## config.mk

```make
export PLATFORM = sky130hd
export DESIGN_NAME = block_merger
export DESIGN_NICKNAME = d
export VERILOG_FILES = /design/src/rtl/block_merger_pkg.sv /design/src/rtl/block_merger_addr_gen.sv /design/src/rtl/block_merger.sv
export SDC_FILE = /design/constraint.sdc
export NUM_CORES = 1
export LEC_CHECK = 0
export BUFFER_PORTS_ARGS = -buffer_cell sky130_fd_sc_hd__buf_4
export CORE_MARGIN = 2
export CORE_UTILIZATION = 65
export DETAILED_ROUTE_END_ITERATION = 8
export GPL_TIMING_DRIVEN = 0
export PLACE_DENSITY = 0.87
export SLEW_MARGIN = 25
export SYNTH_ARGS = -nofsm -noshare
export SYNTH_HDL_FRONTEND = slang
export SYNTH_SLANG_ARGS = --single-unit
```

## constraint.sdc

```tcl
create_clock -name clk -period 12.2 [get_ports clk]
set_input_delay 0.61 -clock clk [delete_from_list [all_inputs] [get_ports clk]]
set_output_delay 0.61 -clock clk [all_outputs]
set_load 0.1 [all_outputs]
```

## src/rtl/block_merger_pkg.sv

```systemverilog
`default_nettype none
// ============================================================================
// Module   : block_merger_pkg
// Purpose  : Shared widths, block-size limit and FSM state codes for the
//            block merger and its upstream block processor.
// Revision : 1.0 - initial release
// ============================================================================
package block_merger_pkg;

    localparam int c_DATA_DEPTH = 8;
    localparam int c_ADDR_WIDTH = 19;
    localparam int c_MAX_M      = 72;

    localparam int c_STATE_W = 3;
    typedef logic [c_STATE_W-1:0] state_t;

    localparam logic [2:0] c_ST_IDLE       = 3'd0;
    localparam logic [2:0] c_ST_CFG        = 3'd1;
    localparam logic [2:0] c_ST_COLLECT    = 3'd2;
    localparam logic [2:0] c_ST_WAIT_DONE  = 3'd3;
    localparam logic [2:0] c_ST_FRAME_DONE = 3'd4;

endpackage
`default_nettype wire

```

## src/rtl/block_merger_addr_gen.sv

```systemverilog
`default_nettype none
// ============================================================================
// Module   : block_merger_addr_gen
// Purpose  : Raster address generator for block-ordered pixels; derives
//            W = M*B and Hs = W*M by repeated addition, then walks addresses
//            incrementally.
// Revision : 1.0 - initial release
// ============================================================================
module block_merger_addr_gen
    import block_merger_pkg::*;
#(
    parameter int Data_Depth = c_DATA_DEPTH,
    parameter int Addr_Width = c_ADDR_WIDTH
) (
    input  logic                  clk,
    input  logic                  rst,
    input  logic                  cfg_init,
    input  logic [Data_Depth-1:0] cfg_M,
    input  logic [7:0]            cfg_B,
    input  logic                  cfg_step,
    output logic                  cfg_last,
    input  logic                  frame_clr,
    input  logic                  pix_step,
    output logic                  blk_full,
    input  logic                  blk_step,
    output logic                  frame_last,
    output logic [Addr_Width-1:0] addr
);

    localparam int c_KW = ((Data_Depth > 8) ? Data_Depth : 8) + 1;

    logic [Data_Depth-1:0] r_m;
    logic [7:0]            r_b;
    logic [Addr_Width-1:0] r_w;
    logic [Addr_Width-1:0] r_hs;
    logic [c_KW-1:0]       r_k;
    logic [Data_Depth-1:0] r_c;
    logic [Data_Depth-1:0] r_r;
    logic [7:0]            r_bc;
    logic [7:0]            r_br;
    logic [Addr_Width-1:0] r_row_base;
    logic [Addr_Width-1:0] r_blk_base;
    logic [Addr_Width-1:0] r_addr;

    logic [Data_Depth-1:0] w_m_m1;
    logic [7:0]            w_b_m1;
    logic [Addr_Width-1:0] w_m_ext;
    logic [Addr_Width-1:0] w_row_next;
    logic [Addr_Width-1:0] w_blk_next;
    logic [c_KW-1:0]       w_cfg_last_k;

    assign w_m_m1       = r_m - Data_Depth'(1);
    assign w_b_m1       = r_b - 8'd1;
    assign w_m_ext      = Addr_Width'(r_m);
    assign w_row_next   = r_row_base + r_w;
    assign w_cfg_last_k = c_KW'(r_b) + c_KW'(r_m) - c_KW'(1);

    // Wrapping to the next block row jumps over the M-1 image rows already
    // covered by the current block row: +M then +(Hs - W).
    always_comb begin
        w_blk_next = r_blk_base + w_m_ext;
        if (r_bc == w_b_m1) begin
            w_blk_next = r_blk_base + w_m_ext + r_hs - r_w;
        end
    end

    assign cfg_last   = (r_k == w_cfg_last_k);
    assign blk_full   = (r_c == w_m_m1) && (r_r == w_m_m1);
    assign frame_last = (r_bc == w_b_m1) && (r_br == w_b_m1);
    assign addr       = r_addr;

    always_ff @(posedge clk) begin
        if (rst) begin
            r_m        <= '0;
            r_b        <= '0;
            r_w        <= '0;
            r_hs       <= '0;
            r_k        <= '0;
            r_c        <= '0;
            r_r        <= '0;
            r_bc       <= '0;
            r_br       <= '0;
            r_row_base <= '0;
            r_blk_base <= '0;
            r_addr     <= '0;
        end else if (cfg_init) begin
            r_m        <= cfg_M;
            r_b        <= cfg_B;
            r_w        <= '0;
            r_hs       <= '0;
            r_k        <= '0;
            r_c        <= '0;
            r_r        <= '0;
            r_bc       <= '0;
            r_br       <= '0;
            r_row_base <= '0;
            r_blk_base <= '0;
            r_addr     <= '0;
        end else if (cfg_step) begin
            // First B cycles accumulate W, the following M cycles accumulate Hs.
            if (r_k < c_KW'(r_b)) begin
                r_w <= r_w + w_m_ext;
            end else begin
                r_hs <= r_hs + r_w;
            end
            r_k <= r_k + c_KW'(1);
        end else if (frame_clr) begin
            r_c        <= '0;
            r_r        <= '0;
            r_bc       <= '0;
            r_br       <= '0;
            r_row_base <= '0;
            r_blk_base <= '0;
            r_addr     <= '0;
        end else if (pix_step) begin
            if (r_c != w_m_m1) begin
                r_c    <= r_c + Data_Depth'(1);
                r_addr <= r_addr + Addr_Width'(1);
            end else begin
                r_c <= '0;
                if (r_r != w_m_m1) begin
                    r_r        <= r_r + Data_Depth'(1);
                    r_row_base <= w_row_next;
                    r_addr     <= w_row_next;
                end else begin
                    r_r <= '0;
                end
            end
        end else if (blk_step) begin
            if (r_bc != w_b_m1) begin
                r_bc <= r_bc + 8'd1;
            end else begin
                r_bc <= '0;
                r_br <= (r_br == w_b_m1) ? 8'd0 : r_br + 8'd1;
            end
            r_blk_base <= w_blk_next;
            r_row_base <= w_blk_next;
            r_addr     <= w_blk_next;
        end
    end

endmodule
`default_nettype wire

```

## src/rtl/block_merger.sv

```systemverilog
`default_nettype none
// ============================================================================
// Module   : block_merger
// Purpose  : Merges per-block pixel results into a raster image memory.
//            Optional protocol checker enabled by BLOCK_MERGER_CHECK_EN.
// Revision : 1.0 - initial release
// ============================================================================
module block_merger
    import block_merger_pkg::*;
#(
    parameter int Data_Depth = c_DATA_DEPTH,
    parameter int Addr_Width = c_ADDR_WIDTH
) (
    input  logic                  clk,
    input  logic                  rst,
    input  logic                  en,
    input  logic                  cfg_load,
    input  logic [Data_Depth-1:0] cfg_M,
    input  logic [7:0]            cfg_B,
    input  logic [Data_Depth-1:0] Pixel_Data,
    input  logic                  new_pixel,
    input  logic                  block_done,
    output logic                  wr_en,
    output logic [Addr_Width-1:0] wr_addr,
    output logic [Data_Depth-1:0] wr_data,
    output logic                  busy,
    output logic                  frame_done,
    output logic                  err
);

    state_t                r_state;
    logic                  r_np_q;
    logic                  r_bd_q;
    logic                  r_wr_en;
    logic [Addr_Width-1:0] r_wr_addr;
    logic [Data_Depth-1:0] r_wr_data;

    logic                  w_event;
    logic                  w_bd_rise;
    logic                  w_cfg_acc;
    logic                  w_cfg_step;
    logic                  w_frame_clr;
    logic                  w_pix_step;
    logic                  w_blk_step;
    logic                  w_cfg_last;
    logic                  w_blk_full;
    logic                  w_frame_last;
    logic [Addr_Width-1:0] w_addr;

    assign w_event     = new_pixel ^ r_np_q;
    assign w_bd_rise   = block_done & ~r_bd_q;
    assign w_cfg_acc   = en & cfg_load & (r_state != c_ST_CFG);
    assign w_cfg_step  = en & (r_state == c_ST_CFG);
    assign w_frame_clr = en & ~w_cfg_acc & (r_state == c_ST_FRAME_DONE);
    assign w_pix_step  = en & ~w_cfg_acc & (r_state == c_ST_COLLECT) & w_event;
    assign w_blk_step  = en & ~w_cfg_acc & (r_state == c_ST_WAIT_DONE) & w_bd_rise;

    block_merger_addr_gen #(
        .Data_Depth (Data_Depth),
        .Addr_Width (Addr_Width)
    ) u_addr_gen (
        .clk        (clk),
        .rst        (rst),
        .cfg_init   (w_cfg_acc),
        .cfg_M      (cfg_M),
        .cfg_B      (cfg_B),
        .cfg_step   (w_cfg_step),
        .cfg_last   (w_cfg_last),
        .frame_clr  (w_frame_clr),
        .pix_step   (w_pix_step),
        .blk_full   (w_blk_full),
        .blk_step   (w_blk_step),
        .frame_last (w_frame_last),
        .addr       (w_addr)
    );

    always_ff @(posedge clk) begin
        if (rst) begin
            r_state   <= c_ST_IDLE;
            r_np_q    <= 1'b0;
            r_bd_q    <= 1'b0;
            r_wr_en   <= 1'b0;
            r_wr_addr <= '0;
            r_wr_data <= '0;
        end else if (en) begin
            r_np_q  <= new_pixel;
            r_bd_q  <= block_done;
            r_wr_en <= 1'b0;
            if (w_cfg_acc) begin
                r_state <= c_ST_CFG;
            end else begin
                case (r_state)
                    c_ST_CFG: begin
                        if (w_cfg_last) begin
                            r_state <= c_ST_COLLECT;
                        end
                    end
                    c_ST_COLLECT: begin
                        if (w_event) begin
                            r_wr_en   <= 1'b1;
                            r_wr_addr <= w_addr;
                            r_wr_data <= Pixel_Data;
                            if (w_blk_full) begin
                                r_state <= c_ST_WAIT_DONE;
                            end
                        end
                    end
                    c_ST_WAIT_DONE: begin
                        if (w_bd_rise) begin
                            r_state <= w_frame_last ? c_ST_FRAME_DONE : c_ST_COLLECT;
                        end
                    end
                    c_ST_FRAME_DONE: begin
                        r_state <= c_ST_COLLECT;
                    end
                    default: begin
                        r_state <= c_ST_IDLE;
                    end
                endcase
            end
        end
    end

    assign wr_en      = r_wr_en;
    assign wr_addr    = r_wr_addr;
    assign wr_data    = r_wr_data;
    assign busy       = (r_state == c_ST_CFG) || (r_state == c_ST_COLLECT) ||
                        (r_state == c_ST_WAIT_DONE);
    assign frame_done = (r_state == c_ST_FRAME_DONE);

`ifdef BLOCK_MERGER_CHECK_EN
    logic r_err;

    // Flags pixels arriving outside COLLECT and block_done arriving inside it.
    always_ff @(posedge clk) begin
        if (rst) begin
            r_err <= 1'b0;
        end else if (en) begin
            if (w_cfg_acc) begin
                r_err <= 1'b0;
            end else if ((w_event && (r_state != c_ST_COLLECT)) ||
                         (w_bd_rise && (r_state == c_ST_COLLECT))) begin
                r_err <= 1'b1;
            end
        end
    end

    assign err = r_err;
`else
    assign err = 1'b0;
`endif

endmodule
`default_nettype wire

```

Word-level counts from Yosys, hierarchy flattened

Cells that the tools add are included.

Flip-flop bits (word level): 185
Output and inout port bits: 31
Logic and storage cells: 128

$add $sub $neg: 16
$lt $le $gt $ge: 1
Eq/ne operators: 23
Multiplexer cells: 37
Bitwise operators: 15
Reduce and logical (&&, ||, !) cells: 18

Operators with widths:

| cell                  | number |
|---|---|
| $mux 19               | 11 |
| $mux 8                | 16 |
| $add 19x19->19        | 3 |
| $add 19x8->19         | 2 |
| $add 8x1->8 const B   | 4 |
| $eq 8x8->1            | 4 |
| $ne 8x8->1            | 3 |
| $add 19x1->19 const B | 1 |
| $sub 19x19->19        | 1 |
| $mux 3                | 6 |
| $sub 8x1->8 const B   | 2 |
| $ne 3x2->1 const B    | 4 |
| $pmux 3 s4            | 1 |
| $reduce_and 4->1      | 3 |
| $and 1x1->1           | 10 |
| $add 8x8->9           | 1 |
| $add 9x1->9 const B   | 1 |
| $eq 9x9->1            | 1 |
| $lt 9x8->1            | 1 |
| $reduce_and 3->1      | 3 |
| $sub 9x1->9 const B   | 1 |
| $eq 3x2->1 const B    | 2 |
| $ne 2x1->1 const B    | 3 |
| $ne 3x3->1 const B    | 2 |
| other kinds (14)      | 24 |

Longest topological paths before layout

Gate-level depths: netlist of the first run.

Word-level depth: 9
Depth in mapped cells: 20
Mapped depth without buffers: 19

Modules after synthesis

Synthesis of the first run repeated with hierarchy kept, for this count alone.

Cell total of the unflattened synthesis: 1,718
Area total of the unflattened synthesis: 13,630.6 µm²

Modules (own cells, without submodules):

| module                | instances | cells an instance | area each (µm²) | seq. area each (µm²) |
|---|---|---|---|---|
| block_merger_addr_gen | 1         | 1,549             | 12,273.0        | 3,042.9 |
| block_merger          | 1         | 169               | 1,357.6         | 660.6 |

Worst setup path before layout of the first run

No wires, ideal clock.

Path type: register to register
Start: reg u_addr_gen.r_blk_base[0]
End: reg u_addr_gen.r_blk_base[15]
Library setup time: 0.127 ns
Arrival: 4.573 ns
Path slack: 7.500 ns
Cell stages (with the launch flop): 20
Clock period less this slack: 4.700 ns
Path through: dfxtp_1 > ha_1 > fa_1 > a211oi_1 > nor2_1 > o31ai_1 > a21oi_1 > and3_1 > xor2_1 > fa_1 > ha_1 > clkbuf_1 > a21oi_1 > o21bai_1 > or3_1 > o2111ai_1 > a31oi_1 > or3_1 > a31oi_1 > o21ai_0

Cells in the longest elaborated chain, start to end: 7

RTL lines:

| what                     | line                                                     | source |
|---|---|---|
| start: declaration       | block_merger_addr_gen.sv:42                              | `logic [Addr_Width-1:0] r_blk_base;` |
| start signal: assignment | block_merger_addr_gen.sv:136                             | `r_blk_base <= w_blk_next;` |
| $add 19x8->19 *          | block_merger_addr_gen.sv:61, block_merger_addr_gen.sv:63 |  |
| $add 19x19->19           | block_merger_addr_gen.sv:63                              | `w_blk_next = r_blk_base + w_m_ext + r_hs - r_w;` |
| $sub 19x19->19           | block_merger_addr_gen.sv:63                              |  |
| $mux 19 *                | block_merger_addr_gen.sv:62                              | `if (r_bc == w_b_m1) begin` |
| $mux 19 *                | block_merger_addr_gen.sv:129                             | `end else if (blk_step) begin` |
| $mux 19 *                | block_merger_addr_gen.sv:115                             | `end else if (pix_step) begin` |
| $mux 19 *                | block_merger_addr_gen.sv:107                             | `end else if (frame_clr) begin` |

Mark *: on every way between the ends. The rest lies on a longest branch, timed or not. The select of a mux whose other input is x is not followed.
A chain may end at the register's enable or synchronous reset.

Worst setup path after layout of the first run

Start: reg u_addr_gen.r_m[0]
End: reg u_addr_gen.r_row_base[15]

Cells in the longest elaborated chain, start to end: 7
Elaborated cells on any way between the ends: 13

RTL lines:

| what                     | line                                                     | source |
|---|---|---|
| start: declaration       | block_merger_addr_gen.sv:32                              | `logic [Data_Depth-1:0] r_m;` |
| start signal: assignment | block_merger_addr_gen.sv:87                              | `r_m <= cfg_M;` |
| $add 19x8->19            | block_merger_addr_gen.sv:61, block_merger_addr_gen.sv:63 |  |
| $add 19x19->19           | block_merger_addr_gen.sv:63                              |  |
| $sub 19x19->19           | block_merger_addr_gen.sv:63                              |  |
| $mux 19                  | block_merger_addr_gen.sv:62                              |  |
| $mux 19                  | block_merger_addr_gen.sv:129                             |  |
| $mux 19                  | block_merger_addr_gen.sv:115                             |  |
| $mux 19                  | block_merger_addr_gen.sv:107                             |  |
| end signal: assignment   | block_merger_addr_gen.sv:123                             | `r_row_base <= w_row_next;` |
| end signal: assignment   | block_merger_addr_gen.sv:137                             | `r_row_base <= w_blk_next;` |
| end: declaration         | block_merger_addr_gen.sv:41                              | `logic [Addr_Width-1:0] r_row_base;` |

Several ways; a longest one is shown, not always the timed one. The select of a mux whose other input is x is not followed.

==> results of run 1 <==
## critical path: stages, from the launching register on
cell and delay [ns]:
dfxtp_1 0.37, ha_1 0.25, fa_1 0.49, a211oi_1 0.31
nor2_1 0.14, o31ai_1 0.59, a21oi_1 0.29, and3_1 0.27
xor2_1 0.25, fa_1 0.47, ha_1 0.30, clkbuf_1 0.19
a21oi_1 0.16, o21bai_1 0.10, or3_1 0.37, o2111ai_1 0.30
a31oi_1 0.15, or3_1 0.32, a31oi_1 0.34, o21ai_0 0.16
## flip-flops by register name (all words and copies together), names as in the netlist, 9 cells and up
register / flops
u_addr_gen.r_blk_base: 19
u_addr_gen.r_hs: 19
u_addr_gen.r_w: 19
u_addr_gen.r_row_base: 19
u_addr_gen.addr: 19
u_addr_gen.r_k: 9
wr_addr: 19
## worst min path at each step
stage	end	slack, ns	cells past startpoint
after global placement	wr_data[4]	0.44	2
after detailed placement	wr_addr[16]	0.45	2
final	wr_data[7]	0.40	3
after CTS	wr_data[7]	0.40	3
after floorplan	u_addr_gen.r_row_base[0]	0.43	2
after global routing	wr_data[5]	0.41	3
## synth_stat cells (5+ instances only)
| master | number |
|---|---|
| a31oi_1 | 6 |
| and3_1 | 27 |
| nor2_1 | 159 |
| xnor2_1 | 104 |
| nand3_1 | 47 |
| o21bai_1 | 9 |
| and4_1 | 5 |
| nor3_1 | 25 |
| nor2b_1 | 10 |
| a21o_1 | 26 |
| or3_1 | 13 |
| fa_1 | 23 |
| clkbuf_1 | 51 |
| nand2_1 | 216 |
| a32o_1 | 10 |
| nand2b_1 | 19 |
| buf_2 | 5 |
| and2_1 | 11 |
| mux2i_1 | 27 |
| dfxtp_1 | 185 |
| o211ai_1 | 9 |
| nor3b_1 | 8 |
| o22ai_1 | 7 |
| a211oi_1 | 20 |
| inv_1 | 77 |
| a21oi_1 | 138 |
| a2111oi_0 | 5 |
| o21ai_0 | 73 |
| o21a_1 | 17 |
| a22oi_1 | 8 |
| ha_1 | 101 |
| nand4_1 | 25 |
| nor4_1 | 11 |
| o31ai_1 | 9 |
| a22o_1 | 10 |
| xor2_1 | 70 |
## power by group through the flow
stage | registers, W | clock network (W) | logic [W]
after floorplan | 0.000630 | 0 | 0.000204
after global placement | 0.000632 | 0 | 0.000258
after detailed placement | 0.000632 | 0 | 0.000265
after CTS | 0.000618 | 0.000570 | 0.000270
after global routing | 0.000619 | 0.000593 | 0.000302
final | 0.000618 | 0.000572 | 0.000276
## through the flow
step / hold slack (ns) / worst slack (ns) / cell area [sq um]
2_1_floorplan: 0.4315 / 7.500 / 13220
3_3_place_gp: 0.4435 / 6.684 / 13980
3_5_place_dp: 0.4485 / 6.455 / 13990
4_1_cts: 0.4040 / 6.332 / 14580
5_1_grt: 0.4105 / 5.920 / 14590
6_report: 0.4030 / 6.223 / 14590
## cell families (layout without fill, tap and decap cells)
family | count (synthesis) | count (layout) | synth area share
buf+inv | 141 | 230 | 0.04175
mux | 31 | 31 | 0.02386
other cells | 1 | 1 | 0.0002837
fa+ha+maj | 124 | 124 | 0.1305
flops | 185 | 185 | 0.2802
compound gates | 393 | 393 | 0.1933
simple gates | 595 | 595 | 0.2097
xor+xnor | 177 | 177 | 0.1204
## routing by layer
layer,GRT usage,wire [microns],vias up
li1,-,-,5951
met2,0.5629,16840,598
met4,0.1495,1723,0
met3,0.05656,3235,140
met5,0,0,-
met1,0.4351,14720,5881
## cell type report
type,instances,share of cell area
Inverter,77,0.01981
Clock inverter,14,0.01037
Buffer,64,0.01801
Clock buffer,18,0.03010
Multi-Input combinational cell,1321,0.6155
Tap cell,270,0.02315
Timing Repair Buffer,57,0.02932
Sequential cell,185,0.2538
==> results.py, run 1 <==
metrics = {
    "cts": {
        "clkSinkCount": 185,
        "post_cts_resize_count": 0,
        "tritoncts.num_buffers": 17,
        "clkLatencyLatePin_ns": 0.45,
        "holdBufCountCts": 0,
        "clock_path_buffers": 2,
        "cts_tree": "done",
        "post-cts-setup-buffer-count": 0,
        "clock_tree.htree_level_count": 4,
        "cts_root_buf": "clkbuf_16",
        "clk_pin_slew_ns": 0.08,
    },
    "layout": {
        "most-common-layout-cells": "nand2_1, dfxtp_1, nor2_1",
        "layout_commonest_cell": "nand2_1",
        "nFillCells": 1518,
        "final_antenna_diode_count": 0,
        "nets": 1877,
        "drive_gt1_frac": 0.07258,
        "multi_input_comb_area_sq_um": 8981,
        "area_growth_syn_to_layout_pct": 10.41,
        "finish.cell_count_without_fillers": 2006,
        "sequential_cell_area_sq_um": 3704,
        "final_util": 0.7259,
    },
    "route": {
        "post_drt_via_cell_ratio": 6.266,
        "first_drt_iteration_drcs": 1138,
        "detail_route.wl_per_cell_microns": 18.20,
        "detail_route.first_pass.iterations": 7,
        "route.vias.total": 12570,
        "routed_wl_mm": 36.52,
        "post_drt_antenna_nets": 0,
        "remaining_drc_errors": 0,
    },
    "critical_path": {
        "startpoint_type": "flop",
        "slack_of_the_worst_reg_to_reg_path_ns": 6.22,
        "ff2ff_path_depth": 19,
        "crit_path_end": "u_addr_gen.r_row_base[15]",
        "cp-end-kind": "flop",
        "timing.critical_path.required_ns": 12.51,
        "critPathArrivalTime_ns": 6.29,
        "reg2reg_to": "u_addr_gen.r_row_base[15]",
        "worstPathMaxFanout": 7,
        "reg2reg_from": "u_addr_gen.r_m[0]",
        "crit_start": "u_addr_gen.r_m[0]",
        "timing.setup.critical_path_class": "reg2reg",
    },
    "synth": {
        "ys_top_cells_by_area": "dfxtp_1, ha_1, xnor2_1",
        "syn_inst": 1647,
        "asyncSetResetFlopFracSynth": 0,
        "number_of_storage_elements_in_the_synthesis_netlist": 185,
        "synth_nets": 1801,
        "syn_area_per_cell_sq_um": 8.025,
        "post_synth_instance_area_sq_um": 13220,
        "number_of_synthesized_flops_with_an_enable_pin": 0,
        "synth_cell_types": 78,
        "area_share_of_the_largest_cell_type_after_synthesis": 0.2802,
        "synth-main-ff-cell": "dfxtp_1",
        "sequential_share_of_the_synthesized_area": 0.2802,
        "ys_warn_count": 0,
        "post-synth-top-area-cell": "dfxtp_1",
    },
    "worst_hold_path": {
        "worst_hold_path_type": "in2reg",
        "holdCritStartpoint": "Pixel_Data[7]",
    },
    "placement": {
        "dp_hpwl_mm": 28.13,
        "place.detailed.instances": 1974,
        "globalplace.congestion": 0.9698,
        "port_buffers": 57,
    },
    "sta": {
        "totalNegativeSetupSlack_ns": 0,
        "final.period_utilization": 0.4899,
        "hold_fails_final_rpt": 0,
        "skew_ns": 0.01326,
        "max_slew_margin": 0.3285,
        "finalSetupViolCount": 0,
        "finalWorstPathRequiredPeriod_ns": 5.977,
        "clock.fmax_mhz": 167.3,
        "timing_worst_slew_pin_value_ns": 0.9819,
        "timing_max_transition_violations_final": 0,
        "setup_repair_after_global_routing_missed_its_margin": "false",
    },
    "pwr": {
        "power_per_cell_area_nw_per_um2": 100.5,
        "netSwitchingPower_w": 0.0004525,
        "sequentialPowerShare": 0.422,
        "fin_total_pwr_w": 0.001466,
        "clkPwrFrac": 0.390,
        "cellLeakagePower_nw": 5.913,
        "internal_power_w": 0.001014,
        "power.combinational.fraction": 0.188,
        "irDropWorstVdd_mv": 0.08766,
        "switching_share": 0.3087,
    },
    "grt": {
        "pin_count_of_the_biggest_net_entering_global_routing": 19,
        "grt_pass1_wl_mm": 58.93,
        "grtUsageTotal": 0.3390,
        "gr_ovfl_total": 0,
        "grt_pass1_vias": 11968,
        "grt_antenna_before_repair": 0,
    },
    "job": {
        "drv.max_cap_violation_count": 0,
    },
    "floorplanning": {
        "core_area_sq_um": 20100,
        "num_io_pins": 61,
        "dieArea_sq_um": 21490,
        "die_h_microns": 146.6,
        "die_w_microns": 146.6,
        "site_rows": 52,
        "floorplan.initialDensity": 0.6574,
    },
    "outcome": {
        "status": "finished clean",
    },
}
No activity file was read; power rests on OpenSTA's default activity.
==> run 2: changes to the inputs <==
- CORE_UTILIZATION: 65 -> 63
- PLACE_DENSITY: 0.87 -> 0.84
- clock period: 12.2 -> 6.2 ns (I/O delays scaled with it)
==> results.py, run 2 (synthesized netlist as in run 1, its figures left out) <==
metrics = {
    "layout": {
        "drive_gt1_frac": 0.07085,
        "final_design_area_excluding_fillers_sq_um": 14580,
        "most-common-layout-cells": "nand2_1, dfxtp_1, nor2_1",
        "area_growth_syn_to_layout_pct": 10.33,
        "layout_commonest_cell": "nand2_1",
        "nets": 1877,
        "final_antenna_diode_count": 0,
    },
    "placement": {
        "place_area_sq_um": 13990,
        "globalplace.congestion": 0.9522,
        "port_buffers": 57,
        "dp_hpwl_mm": 28.24,
    },
    "cts": {
        "post-cts-setup-buffer-count": 0,
        "cts_root_buf": "clkbuf_16",
        "clock_path_buffers": 2,
        "tritoncts.num_buffers": 17,
        "post_cts_resize_count": 0,
        "clock_tree.htree_level_count": 4,
        "clk_pin_slew_ns": 0.08,
        "holdBufCountCts": 0,
        "clkLatencyLatePin_ns": 0.45,
        "clkSinkCount": 185,
        "cts_tree": "done",
    },
    "sta": {
        "hold_fails_final_rpt": 0,
        "max_slew_margin": 0.1921,
        "totalNegativeSetupSlack_ns": 0,
        "setup_repair_after_global_routing_missed_its_margin": "false",
        "final.period_utilization": 0.9411,
        "clock.fmax_mhz": 171.4,
        "timing_max_transition_violations_final": 0,
        "finalWorstPathRequiredPeriod_ns": 5.835,
        "skew_ns": 0.01366,
        "timing_worst_slew_pin_value_ns": 1.207,
        "finalSetupViolCount": 0,
    },
    "route": {
        "first_drt_iteration_drcs": 962,
        "detail_route.first_pass.iterations": 6,
        "post_drt_via_cell_ratio": 6.229,
        "remaining_drc_errors": 0,
        "post_drt_antenna_nets": 0,
        "routed_wl_mm": 36.25,
        "detail_route.wl_per_cell_microns": 18.07,
        "route.vias.total": 12495,
    },
    "critical_path": {
        "timing.critical_path.required_ns": 6.52,
        "cp_num_buf_inv": 1,
        "cpMaxStageDelayCell": "o31ai_1",
        "critical_path_cell_count": 19,
        "timing.setup.critical_path_class": "reg2reg",
        "startpoint_type": "flop",
        "crit_family": "compound AO/OA/AOI/OAI gates",
        "worstPathMaxFanout": 7,
        "cp-end-kind": "flop",
        "critPathArrivalTime_ns": 6.15,
        "timing.critical_path.cells": "ha_1 -> fa_1 -> a211oi_1 -> nor2_1 -> o31ai_1 -> a21oi_1 -> and3_1 -> xor2_1 -> fa_1 -> ha_1 -> clkbuf_1 -> a21oi_1 -> o21bai_1 -> or3_1 -> o2111ai_1 -> a31oi_1 -> or3_1 -> a31oi_1 -> o21ai_0",
        "crit_start": "u_addr_gen.r_m[0]",
        "reg2reg_to": "u_addr_gen.r_row_base[15]",
        "slack_of_the_worst_reg_to_reg_path_ns": 0.37,
        "ff2ff_path_depth": 19,
        "reg2reg_from": "u_addr_gen.r_m[0]",
        "cp_slowest_stage_delay_ns": 0.56,
    },
    "worst_hold_path": {
        "worstHoldEndpoint": "wr_data[2]",
        "number_of_cells_on_the_worst_hold_path": 3,
        "holdCritStartpoint": "Pixel_Data[2]",
        "worst_hold_path_type": "in2reg",
    },
    "grt": {
        "pin_count_of_the_biggest_net_entering_global_routing": 19,
        "grtUsageTotal": 0.3291,
        "grt_pass1_wl_mm": 58.01,
        "grt_pass1_vias": 11938,
        "grt_antenna_before_repair": 0,
        "gr_ovfl_total": 0,
    },
    "pwr": {
        "switching_share": 0.3073,
        "sequentialPowerShare": 0.425,
        "cellLeakagePower_nw": 5.905,
        "power.combinational.fraction": 0.187,
        "irDropWorstVdd_mv": 0.2067,
        "netSwitchingPower_w": 0.0008800,
        "power_per_cell_area_nw_per_um2": 196.4,
        "internal_power_w": 0.001984,
        "clkPwrFrac": 0.388,
    },
    "floorplanning": {
        "floorplan.initialDensity": 0.6469,
        "site_rows": 52,
        "num_io_pins": 61,
        "die_h_microns": 148.8,
        "die_w_microns": 148.8,
        "dieArea_sq_um": 22150,
        "core_area_sq_um": 20430,
    },
    "job": {
        "drv.max_cap_violation_count": 0,
    },
    "outcome": {
        "status": "finished clean",
    },
}
==> run 2: cell type report <==
type                    instances  area (sq um)
inverters                      77         289.0
clock inverters                14         160.2
well taps                     270         337.8
flip-flops and latches        185          3704
plain buffers                  64         262.8
multi-input cells            1321          8971
clock buffers                  18         429.2
repair buffers                 57         427.9
fillers                      1661          5848
==> run 2: stage by stage <==
stage	hold WS, ns	setup WS (ns)	total power, W	util	std cells
after floorplan	0.4315	1.500	0.001642	-	1647
after global placement	0.4434	0.6202	0.001751	0.6844	1974
after detailed placement	0.4469	0.5798	0.001765	0.6849	1974
after CTS	0.09426	0.5240	0.002856	0.7137	2006
after global routing	0.1004	0.06090	0.002971	0.7137	2006
final	0.1005	0.3651	0.002864	0.7137	2006
==> run 2: layer usage <==
layer	share of wire	vias up	GRT usage
li1	-	5942	-
met1	0.41	5936	0.4118
met2	0.46	482	0.5530
met3	0.078	135	0.05596
met4	0.048	0	0.1581
met5	0	-	0
==> run 2: power groups by stage <==
| stage | logic (W) | registers, W | clock network [W] |
|---|---|---|---|
| after floorplan | 0.000402 | 0.00124 | 0 |
| after global placement | 0.000508 | 0.00124 | 0 |
| after detailed placement | 0.000521 | 0.00124 | 0 |
| after CTS | 0.000527 | 0.00122 | 0.00111 |
| after global routing | 0.000586 | 0.00122 | 0.00117 |
| final | 0.000536 | 0.00122 | 0.00111 |
==> run 2: how the worst max path moves through the flow <==
| stage | slack (ns) | endpoint |
|---|---|---|
| global placement | 0.62 | u_addr_gen.r_row_base[15] |
| floorplan | 1.50 | u_addr_gen.r_blk_base[15] |
| global route | 0.06 | u_addr_gen.r_row_base[15] |
| detailed placement | 0.58 | u_addr_gen.r_row_base[15] |
| finish | 0.37 | u_addr_gen.r_row_base[15] |
| CTS | 0.52 | u_addr_gen.r_row_base[15] |
==> run 2: worst register-to-register path, cell delays in order (launching register included) <==
cell       delay, ns
dfxtp_1         0.38
ha_1            0.26
fa_1            0.49
a211oi_1        0.27
nor2_1          0.12
o31ai_1         0.56
a21oi_1         0.30
and3_1          0.28
xor2_1          0.25
fa_1            0.47
ha_1            0.29
clkbuf_1        0.19
a21oi_1         0.17
o21bai_1        0.08
or3_1           0.34
o2111ai_1       0.27
a31oi_1         0.14
or3_1           0.32
a31oi_1         0.36
o21ai_0         0.17
==> run 3: changes to the inputs <==
- CORE_UTILIZATION: 63 -> 55
- PLACE_DENSITY: 0.84 -> 0.76
==> results.py, run 3 (synthesized netlist as in run 1, its figures left out) <==
metrics = {
    "floorplanning": {
        "site_rows": 56,
        "num_io_pins": 61,
        "floorplan.initialDensity": 0.5614,
        "die_w_microns": 159.0,
        "dieArea_sq_um": 25290,
        "die_h_microns": 159.0,
        "core_area_sq_um": 23540,
    },
    "sta": {
        "clock.fmax_mhz": 174.8,
        "timing_max_transition_violations_final": 0,
        "finalWorstPathRequiredPeriod_ns": 5.719,
        "timing_worst_slew_pin_value_ns": 0.9197,
        "totalNegativeSetupSlack_ns": 0,
        "finalSetupViolCount": 0,
        "max_slew_margin": 0.3812,
        "final.period_utilization": 0.9225,
        "setup_repair_after_global_routing_missed_its_margin": "false",
        "skew_ns": 0.02361,
        "hold_fails_final_rpt": 0,
    },
    "critical_path": {
        "crit_start": "u_addr_gen.r_m[0]",
        "slack_of_the_worst_reg_to_reg_path_ns": 0.48,
        "timing.critical_path.cells": "ha_1 -> fa_1 -> a211oi_1 -> nor2_1 -> o31ai_1 -> a21oi_1 -> and3_1 -> xor2_1 -> fa_1 -> ha_1 -> clkbuf_1 -> a21oi_1 -> o21bai_1 -> or3_1 -> o2111ai_1 -> a31oi_1 -> or3_1 -> a31oi_1 -> o21ai_0",
        "startpoint_type": "flop",
        "worstPathMaxFanout": 7,
        "reg2reg_to": "u_addr_gen.r_blk_base[15]",
        "critPathArrivalTime_ns": 6.03,
        "reg2reg_from": "u_addr_gen.r_m[0]",
        "cp_slowest_stage_delay_ns": 0.50,
        "timing.setup.critical_path_class": "reg2reg",
        "ff2ff_path_depth": 19,
        "cpMaxStageDelayCell": "o31ai_1",
        "cp-end-kind": "flop",
        "timing.critical_path.required_ns": 6.51,
        "crit_path_end": "u_addr_gen.r_blk_base[15]",
    },
    "cts": {
        "post_cts_resize_count": 0,
        "clkSinkCount": 185,
        "clock_path_buffers": 2,
        "cts_tree": "done",
        "clkLatencyLatePin_ns": 0.45,
        "holdBufCountCts": 0,
        "post-cts-setup-buffer-count": 0,
        "clk_pin_slew_ns": 0.08,
        "cts_root_buf": "clkbuf_16",
        "clock_tree.htree_level_count": 4,
        "tritoncts.num_buffers": 17,
    },
    "route": {
        "post_drt_antenna_nets": 0,
        "remaining_drc_errors": 0,
        "post_drt_via_cell_ratio": 5.964,
        "routed_wl_mm": 36.51,
        "first_drt_iteration_drcs": 935,
        "detail_route.wl_per_cell_microns": 17.77,
        "detail_route.first_pass.iterations": 5,
        "route.vias.total": 12255,
    },
    "pwr": {
        "internal_power_w": 0.002036,
        "clkPwrFrac": 0.393,
        "sequentialPowerShare": 0.420,
        "switching_share": 0.2967,
        "cellLeakagePower_nw": 5.912,
        "power.combinational.fraction": 0.187,
        "netSwitchingPower_w": 0.0008590,
        "power_per_cell_area_nw_per_um2": 197.5,
        "irDropWorstVdd_mv": 0.1336,
    },
    "layout": {
        "most-common-layout-cells": "nand2_1, dfxtp_1, nor2_1",
        "layout_commonest_cell": "nand2_1",
        "final_antenna_diode_count": 0,
        "sequential_cell_area_sq_um": 3704,
        "finish.cell_count_without_fillers": 2055,
        "final_util": 0.6226,
        "drive_gt1_frac": 0.07143,
        "multi_input_comb_area_sq_um": 8981,
        "area_growth_syn_to_layout_pct": 10.91,
        "nets": 1877,
        "nFillCells": 2134,
    },
    "job": {
        "drv.max_cap_violation_count": 0,
    },
    "grt": {
        "grt_antenna_before_repair": 0,
        "grtUsageTotal": 0.2850,
        "pin_count_of_the_biggest_net_entering_global_routing": 17,
        "grt_pass1_vias": 11590,
        "gr_ovfl_total": 0,
        "grt_pass1_wl_mm": 58.76,
    },
    "worst_hold_path": {
        "worst_hold_path_type": "in2reg",
    },
    "placement": {
        "place.detailed.instances": 2023,
        "globalplace.congestion": 0.9284,
        "dp_hpwl_mm": 28.50,
        "port_buffers": 57,
    },
    "outcome": {
        "status": "finished clean",
    },
}
run 3: worst min-delay path by stage:
stage | depth (start not counted) | slack [ns] | to | from
2_1_floorplan | 2 | 0.43 | u_addr_gen.r_row_base[0] | u_addr_gen.r_row_base[0]
5_1_grt | 3 | 0.10 | wr_data[5] | Pixel_Data[5]
4_1_cts | 3 | 0.10 | wr_data[4] | Pixel_Data[4]
3_3_place_gp | 2 | 0.44 | wr_data[3] | wr_data[3]
6_report | 3 | 0.11 | wr_data[4] | Pixel_Data[4]
3_5_place_dp | 2 | 0.45 | wr_addr[1] | wr_addr[1]
run 3: critical path: cells and delay by family (launching register included):
family,cells,cell delay (ns)
AO/OA/AOI/OAI,9,2.28
adder cells (fa/ha/maj),4,1.49
AND/OR/NAND/NOR,4,1.04
flip-flops,1,0.36
XOR/XNOR,1,0.22
buffers and inverters,1,0.18
run 3: layout make-up:
cell class | count | share of cell area
Buffer | 64 | 0.01793
Clock buffer | 21 | 0.03141
Clock inverter | 11 | 0.009134
Inverter | 77 | 0.01972
Multi-Input combinational cell | 1321 | 0.6127
Sequential cell | 185 | 0.2527
Tap cell | 319 | 0.02723
Timing Repair Buffer | 57 | 0.02919
run 3: power by group through the flow:
| stage | Sequential, W | Combinational [W] | Clock, W |
|---|---|---|---|
| 4_1_cts | 0.00121 | 0.000534 | 0.00114 |
| 6_report | 0.00122 | 0.000541 | 0.00114 |
| 3_3_place_gp | 0.00124 | 0.000517 | 0 |
| 2_1_floorplan | 0.00124 | 0.000402 | 0 |
| 5_1_grt | 0.00122 | 0.000594 | 0.00119 |
| 3_5_place_dp | 0.00124 | 0.000528 | 0 |
run 3: through the flow:
step                      power [W]  hold slack (ns)  instance area [sq um]  worst slack, ns
after floorplan            0.001642           0.4315                  13220            1.500
after global placement     0.001759           0.4437                  14040           0.6358
after detailed placement   0.001770           0.4478                  14050           0.6219
after CTS                  0.002887           0.1021                  14650           0.5734
after global routing       0.003005           0.1046                  14660           0.1510
final                      0.002895           0.1081                  14660           0.4807
run 3: metal layers:
metal / track usage / up-vias / wire (microns)
met4: 0.1335 / 0 / 1508
met1: 0.3838 / 5786 / 16370
li1: - / 5951 / -
met2: 0.4542 / 426 / 16550
met3: 0.03985 / 92 / 2088
met5: 0 / - / 0
